[config.mk]
export PLATFORM = sky130hd
export DESIGN_NAME = aud_fir_feeder
export DESIGN_NICKNAME = d
export VERILOG_FILES = /design/src/rtl/aud_fir_feeder.sv
export SDC_FILE = /design/constraint.sdc
export NUM_CORES = 1
export LEC_CHECK = 0
export ABC_CLOCK_PERIOD_IN_PS = 8500
export BUFFER_PORTS_ARGS = -buffer_cell sky130_fd_sc_hd__buf_4
export CAP_MARGIN = 0
export CORE_UTILIZATION = 45
export DETAILED_ROUTE_END_ITERATION = 7
export PLACE_DENSITY = 0.65
export SETUP_SLACK_MARGIN = 0.5
export SYNTH_ARGS = -nofsm -noshare
export SYNTH_HDL_FRONTEND = slang
export SYNTH_SLANG_ARGS = --single-unit
[constraint.sdc]
create_clock -name aud_bclk -period 8.5 [get_ports aud_bclk]
set_input_delay 0.85 -clock aud_bclk [delete_from_list [all_inputs] [get_ports aud_bclk]]
set_output_delay 0.85 -clock aud_bclk [all_outputs]
set_load 0.01 [all_outputs]
[src/rtl/aud_fir_feeder.sv]
// aud_fir_feeder
//   Takes completed WM8978 receive words, converts each from WL-bit to OUT_W-bit
//   signed (optional round-half-up, positive saturation), buffers the results in a
//   first-word-fall-through FIFO and hands them to the FIR over valid/ready.
//   Samples dropped on a full FIFO are counted.
// Ports
//   aud_bclk   : clock, rising edge
//   rst        : synchronous active-high reset
//   rx_done    : sample strobe, one sample per high cycle
//   adc_data   : sample word, adc_data[WL-1:0] is the two's complement sample
//   fir_ready  : FIR consumes the head sample this cycle
//   clr_ovf    : clears overflow / drop_cnt (a same-cycle drop takes priority)
//   fir_valid  : FIFO non-empty
//   fir_data   : head sample, 0 when empty
//   fifo_level : occupancy 0..DEPTH
//   overflow   : sticky drop flag
//   drop_cnt   : dropped-sample count, saturating
module aud_fir_feeder #(
  parameter int WL    = 32,
  parameter int OUT_W = 16,
  parameter int DEPTH = 8,
  parameter int ROUND = 1
) (
  input  logic                     aud_bclk,
  input  logic                     rst,
  input  logic                     rx_done,
  input  logic [31:0]              adc_data,
  input  logic                     fir_ready,
  input  logic                     clr_ovf,
  output logic                     fir_valid,
  output logic [OUT_W-1:0]         fir_data,
  output logic [$clog2(DEPTH):0]   fifo_level,
  output logic                     overflow,
  output logic [15:0]              drop_cnt
);
  localparam int SH = WL - OUT_W;
  localparam int AW = $clog2(DEPTH);
  localparam logic [AW:0] FULL = (AW+1)'(DEPTH);

  // ---------------- stage 1: width conversion ----------------
  logic [WL-1:0]    s;
  logic [OUT_W-1:0] conv;
  assign s = adc_data[WL-1:0];

  generate
    if (WL < 32) begin : g_hi
      logic unused_hi;
      assign unused_hi = ^adc_data[31:WL];
    end

    if (SH == 0) begin : g_pass
      assign conv = s;
    end else if (ROUND != 0) begin : g_round
      localparam logic [WL:0] HALF = {{WL{1'b0}}, 1'b1} << (SH-1);
      logic [WL:0]    sum;
      logic [OUT_W:0] t;
      logic           unused_lo;
      // One guard bit keeps the +half carry; the shifted value is OUT_W+1 wide.
      assign sum       = {s[WL-1], s} + HALF;
      assign t         = sum[WL:SH];
      assign unused_lo = ^sum[SH-1:0];
      // Only positive overflow is reachable: top two bits 01 means T > max.
      assign conv = (t[OUT_W:OUT_W-1] == 2'b01) ? {1'b0, {(OUT_W-1){1'b1}}}
                                                : t[OUT_W-1:0];
    end else begin : g_trunc
      logic unused_lo;
      assign unused_lo = ^s[SH-1:0];
      assign conv      = s[WL-1:SH];
    end
  endgenerate

  logic [OUT_W-1:0] cv_data_q;
  logic             cv_valid_q;

  // Data needs no reset: it is only consumed when cv_valid_q is set.
  always_ff @(posedge aud_bclk) begin
    if (rx_done) cv_data_q <= conv;
  end

  // ---------------- stage 2: FIFO ----------------
  logic [OUT_W-1:0] mem [DEPTH];
  logic [AW-1:0]    wr_ptr_q, rd_ptr_q;
  logic [AW:0]      cnt_q, cnt_d;
  logic             ovf_q, ovf_d;
  logic [15:0]      drop_q, drop_d;
  logic             rd, wr, drop;

  assign fir_valid = (cnt_q != '0);
  assign rd        = fir_valid & fir_ready;
  assign wr        = cv_valid_q & ((cnt_q != FULL) | rd);
  assign drop      = cv_valid_q & (cnt_q == FULL) & ~rd;

  always_comb begin
    cnt_d = cnt_q;
    case ({wr, rd})
      2'b10:   cnt_d = cnt_q + 1'b1;
      2'b01:   cnt_d = cnt_q - 1'b1;
      default: cnt_d = cnt_q;
    endcase
    ovf_d  = ovf_q;
    drop_d = drop_q;
    // A drop in the clear cycle wins: the count restarts at 1.
    if (drop) begin
      ovf_d  = 1'b1;
      drop_d = clr_ovf ? 16'd1 : ((drop_q == 16'hFFFF) ? drop_q : drop_q + 16'd1);
    end else if (clr_ovf) begin
      ovf_d  = 1'b0;
      drop_d = '0;
    end
  end

  always_ff @(posedge aud_bclk) begin
    if (wr) mem[wr_ptr_q] <= cv_data_q;
  end

  always_ff @(posedge aud_bclk) begin
    if (rst) begin
      cv_valid_q <= 1'b0;
      wr_ptr_q   <= '0;
      rd_ptr_q   <= '0;
      cnt_q      <= '0;
      ovf_q      <= 1'b0;
      drop_q     <= '0;
    end else begin
      cv_valid_q <= rx_done;
      if (wr) wr_ptr_q <= wr_ptr_q + 1'b1;
      if (rd) rd_ptr_q <= rd_ptr_q + 1'b1;
      cnt_q      <= cnt_d;
      ovf_q      <= ovf_d;
      drop_q     <= drop_d;
    end
  end

  assign fir_data   = fir_valid ? mem[rd_ptr_q] : '0;
  assign fifo_level = cnt_q;
  assign overflow   = ovf_q;
  assign drop_cnt   = drop_q;
endmodule

### After elaboration in Yosys (flattened, before gate mapping)

Memory sizes are Yosys's and may differ from the RTL's. A register that Yosys moved wholly into a read port is not among the register bits.
Cells that the tools add are included.

* word-level logic and storage cells: 43
* output and inout port bits: 38
* RAM bits: 128
* bits in read-only memories: 0
* register bits after elaboration: 44
* memories kept: 1
* bits in latches: 0

Memory list
* mem: words 8, width 16, read ports 1, clocked after memory_dff 1, write ports 1, RTL line 81 `logic [OUT_W-1:0] mem [DEPTH];`

* shift-type cells: 0
* bitwise gates (word level): 6
* order comparisons: 0
* reductions and logical operators: 4
* $add $sub $neg: 6
* multipliers: 0
* multiplexer cells: 12
* eq/ne operators: 7
* div/mod/pow operators: 0

Operators with widths (count)
* $mux 16: 5
* $add 32x17->33 const B: 1
* $add 16x1->16 const B: 1
* $eq 16x16->1 const B: 1
* $pmux 4 s2: 1
* $add 3x1->3 const B: 2
* $mux 3: 2
* $add 4x1->4 const B: 1
* $and 1x1->1: 4
* $eq 2x1->1 const B: 2
* $eq 4x4->1 const B: 1
* $mux 1: 4
* $ne 4x4->1 const B: 1
* $reduce_bool 2->1: 2
* $reduce_bool 4->1: 1
* $sub 4x1->4 const B: 1
* $eq 2x2->1 const B: 1
* $ne 2x2->1 const B: 1
* $reduce_and 2->1: 1
* $not 1->1: 1
* $or 1x1->1: 1

### Depth between registers and ports, before layout

* depth in word-level cells: 6
* depth in mapped cells: 8
* mapped depth without buffers: 7

### Worst setup path after synthesis

OpenSTA, ideal clock, no wires.

* kind: input -> register
* start: in fir_ready
* end: mem mem[0][0] (enable)
* cell stages on the path: 4
* path slack: 5.312 ns
* library setup time: 0.409 ns
* arrival: 2.779 ns
* path buffers: 1
* cells stage by stage: clkbuf_1 -> o21ai_0 -> or2_2 -> nor3_1

* longest elaborated chain between the ends: 5

Ends and longest elaborated chain
* from (decl): RTL line 28 `input logic fir_ready,`
* $and 1x1->1: RTL line 89 `assign rd = fir_valid & fir_ready;`
* $or 1x1->1: RTL line 90 `assign wr = cv_valid_q & ((cnt_q != FULL) | rd);`
* $and 1x1->1: RTL line 90
* $mux 1: RTL line 113 `if (wr) mem[wr_ptr_q] <= cv_data_q;`
* $mux 1 (not written as such): RTL line 113
* to (decl): RTL line 81

Every way passes these cells.

==> results.md <==
Synthesis:
- Synthesis produced a netlist with a net count of 501.
- The netlist area before placement is roughly 7200 um^2.
- The number of enable-type register cells in the synthesized netlist is 144.
- After synthesis the netlist holds a flip-flop and latch count of ~180.
- The unique cell type count in the Yosys netlist is 47.
- Of the synthesized area, sequential elements account for 68.6%.
- The Yosys warning count is 0.
- The cell count after synthesis came out at 459.
- In the synthesized netlist the dominant register cell turns out to be edfxtp_1.
- Dividing the synthesized area by the synthesized cell count gives 15.7 um^2.
- The proportion of register bits with asynchronous set or reset after synthesis is 0%.

Global routing:
- Global routing used between 10% and 20% of the available tracks.
- The wire length of the first global-routing pass is between 20,000 and 25,000 um.
- The total congestion overflow is 0.
- The number of global-route vias before repair is 3,947.
- The number of antenna violations at the first check in global routing is 0.
- Entering global routing, the biggest net connects 33 pins.

Power and ir drop:
- The clock network burns between 30% and 40% of the power.
- The share of power burned in registers is 49.5%.
- The switching fraction of total power is 23.9%.
- The power per standard cell area is 235 nW/um^2.
- The highest ir drop seen on vdd is ~0.15 mV.
- The analysis attributes to net switching a power of 476 uW.
- The static power due to leakage is 0.00276 uW.
- The internal portion of the total power is between 1500 and 2000 uW.
- Combinational logic burns 12.2% of the power.

Floorplan:
- The floorplan step set the die width to 129 um.
- In this run the standard cell core region covers 15,400 um^2.
- Row generation in the floorplan step produced 45 rows.
- The floorplan step set the die height to 129 um.
- The effective utilization at floorplan is 46.7%.
- Pin placement for this block handled 75 I/O pins.
- The floorplan step defined a die boundary enclosing 16,500 um^2.

Critical path:
- Data arrives at the worst endpoint at 2.37 ns.
- STA classifies the critical path startpoint as a register.
- The number of buffers and inverters on the critical path is 2.
- The nature of the critical path endpoint is an output pin.
- The worst setup path is of the reg -> out kind.
- Data on the critical path is required at its endpoint by 7.65 ns.
- The dominant cell type by count on the critical path is buf_4.
- The library cell contributing the largest single delay on the critical path is mux4_2.
- The stage delay of the slowest cell on the critical path is 0.58 ns.
- Grouping stages by cell kind, the critical path spends the most delay in multiplexers.
- The critical path goes through buf_4 -> mux4_2 -> mux2i_1 -> nor2_1 -> buf_4.
- The maximum fanout along the worst path is 32.

Timing:
- Derived from the worst setup path, the maximum achievable clock frequency is 311 MHz.
- For the final database, setup skew stands at 0.0166 ns.
- The number of endpoints with negative hold slack in the final report is 0.
- Setup repair after global routing left no endpoint under its margin.
- The number of slew-limit violations in the final report is 0.
- The setup TNS is 0 ns.
- Setup violations remaining at the end of the flow were counted as 0.
- The worst slew margin relative to its limit is 26.8%.
- For the pin with the worst max-slew slack, the measured transition is 1.10 ns.
- Counting I/O delays and the setup requirement, the final critical path takes roughly 3.2 ns.
- Of the available clock period, the critical path in the final layout requires 37.8%.

Routing:
- In this run, the number of DRC markers left after iteration 0 of detailed routing was 297.
- The detailed-route DRC error count is 0.
- The detail route stage leaves a number of antenna-violating nets equal to 0.
- In the routed layout, each cell is associated on average with a via count of around 5.6.
- The routed wire length is 13,800 um.
- The via count of the routed design is 4,119.
- Dividing the detail-routed wire length by the instance count gives 18.6 um.
- The first detailed-routing pass took 4 iterations.

Layout:
- The antenna cell count is 0.
- Once layout is complete, the utilization of the core stands at roughly 55%.
- For this run, the post-layout net count is 559.
- In the final layout, the share of cells above drive strength 1 is between 20% and 30%.
- From synthesis to final layout, the design area changed by 17.4%.
- The filler cells instantiated in the layout total 1,290.
- The final non-filler cell total is 741.

Clocking:
- After clock tree synthesis, the setup repair step added 0 buffers.
- The worst-skew pair later-pin latency is 0.42 ns.
- The number of buffers on the longest clock path is 2.
- TritonCTS built the clock tree.
- The CTS sink count is 175.
- The root buffer cell chosen for the clock tree is clkbuf_16.
- The total of cells resized after clock tree synthesis is 0.
- The number of clock buffers added by TritonCTS is 17.
- The clock slew at the register clock pins of the worst setup and hold paths is roughly 0.07 ns.
- The H-tree was split into 4 levels.
- The number of hold buffers added after cts is 0.

Min path:
- The tightest min-delay check is of the reg -> reg type.

Run:
- The max-cap violation count is 0.

Placement:
- The number of port buffers is about 60.
- At the end of routability-driven placement, the weighted congestion stood at 0.820.
- Including well taps, the total number of placed cells is 709.
- The HPWL after detailed placement is 8320 um.

Run status:
- The flow ran to the end, and the final reports show no timing, DRC or antenna violations.
## power groups by stage
stage | Combinational (uW) | Sequential (uW) | Clock (uW)
after floorplan | 163 | 989 | 0
final | 243 | 986 | 762
after detailed placement | 247 | 1000 | 0
after global routing | 267 | 990 | 806
after CTS | 247 | 986 | 775
after global placement | 243 | 1000 | 0
## worst register-to-register path, cell delays in order, from the launching register on
cell and delay, ns:
dfxtp_1 0.41, o41ai_1 0.84, nor2_1 0.22, xor2_1 0.20, ha_1 0.21, nor4_1 0.22, a21oi_1 0.08, mux2_1 0.30
## state kept, by name, summed over array words and instances, names as in the netlist, named ones only
name and cells:
fifo_level 4, overflow 1, wr_ptr_q 3, cv_data_q 16, drop_cnt 16, mem 128
cv_valid_q 1, rd_ptr_q 3
## per-stage QoR
stage / cell area (um^2) / setup slack (ns) / power (uW) / hold slack, ns
floorplan: 7210 / 5.31 / 1150 / 0.454
global placement: 7880 / 5.66 / 1240 / 0.459
detailed placement: 7880 / 5.63 / 1250 / 0.477
CTS: 8470 / 5.19 / 2010 / 0.486
global route: 8470 / 5.12 / 2060 / 0.517
finish: 8470 / 5.28 / 1990 / 0.484
## synth_stat cells (3+ instances only)
cell	count	area share, %
xnor2_1	11	1.3
nor2_1	34	1.8
ha_1	5	0.87
mux2i_1	18	2.5
dfxtp_1	31	8.6
nand2b_1	5	0.43
buf_1	5	0.26
mux4_2	32	10
o31ai_1	3	0.31
xor2_1	8	0.97
a21oi_1	24	1.7
nor2b_1	3	0.26
nor3_1	13	0.90
nor4_1	10	0.87
nand2_1	22	1.1
and4_1	6	0.73
o21ai_0	6	0.42
nand4_1	7	0.61
or4_1	4	0.42
edfxtp_1	144	60
clkbuf_1	15	0.78
and3_1	4	0.35
nand3_1	11	0.76
inv_1	4	0.21
o211ai_1	3	0.31
## logic make-up (layout without fill, tap and decap cells)
group / Yosys count / count (layout) / synth area share, %
and+or+nand+nor: 133 / 133 / 9.80
adders and majority gates: 5 / 5 / 0.868
muxes: 52 / 52 / 12.8
xor gates and xnor gates: 19 / 19 / 2.31
DFF: 175 / 175 / 68.6
AOI/OAI and AO/OA: 48 / 48 / 4.10
buffers and inverters: 27 / 98 / 1.54
## cells in the final DEF, fill, tap and decap left out, drive strengths merged, types with 2 or more instances in the layout
cell,count
nand3,11
xor2,8
nor2b,3
clkbuf,19
or4,4
o21ai,6
a21oi,24
mux2i,18
nor3,13
inv,10
o31ai,3
o41ai,2
buf,62
nand2,22
nand4,7
and4,6
clkinvlp,3
xnor2,11
mux2,2
nand2b,5
clkinv,2
a31oi,2
o211ai,3
nor2,34
nor4,10
ha,5
and2,2
or4b,2
mux4,32
or2,3
bufinv,2
or3,2
and4b,2
edfxtp,144
and3,4
dfxtp,31
a41oi,2
## worst paths after layout
check             cells after the start                       start  slack, ns                    endpoint
setup reg to reg                      7  fifo_level[0]$_SDFFE_PP0P_       5.92  fifo_level[2]$_SDFFE_PP0P_
hold / removal                        2       overflow$_SDFFE_PP0P_       0.48       overflow$_SDFFE_PP0P_
setup / recovery                      5                    register       5.28                fir_data[14]
hold reg to reg                       2       overflow$_SDFFE_PP0P_       0.48       overflow$_SDFFE_PP0P_
## final cells by class
type	instances	area, um^2	share of cell area [%]
inverters	4	15.0	0.177
clock buffers	19	433	5.11
multi-input cells	257	2190	25.9
flip-flops and latches	175	4950	58.4
repair buffers	62	465	5.50
clock inverters	13	150	1.77
well taps	211	264	3.12
## metal layers
layer,share of wire [%],global-route usage [%],wire length (um),up-vias
met5,0,0,0,-
met4,1.5,6.92,206,0
met3,4.4,3.49,607,16
met2,50,29.4,6910,100
met1,44,23.2,6040,2073
li1,-,-,-,1930
No activity file was read; power rests on OpenSTA's default activity.
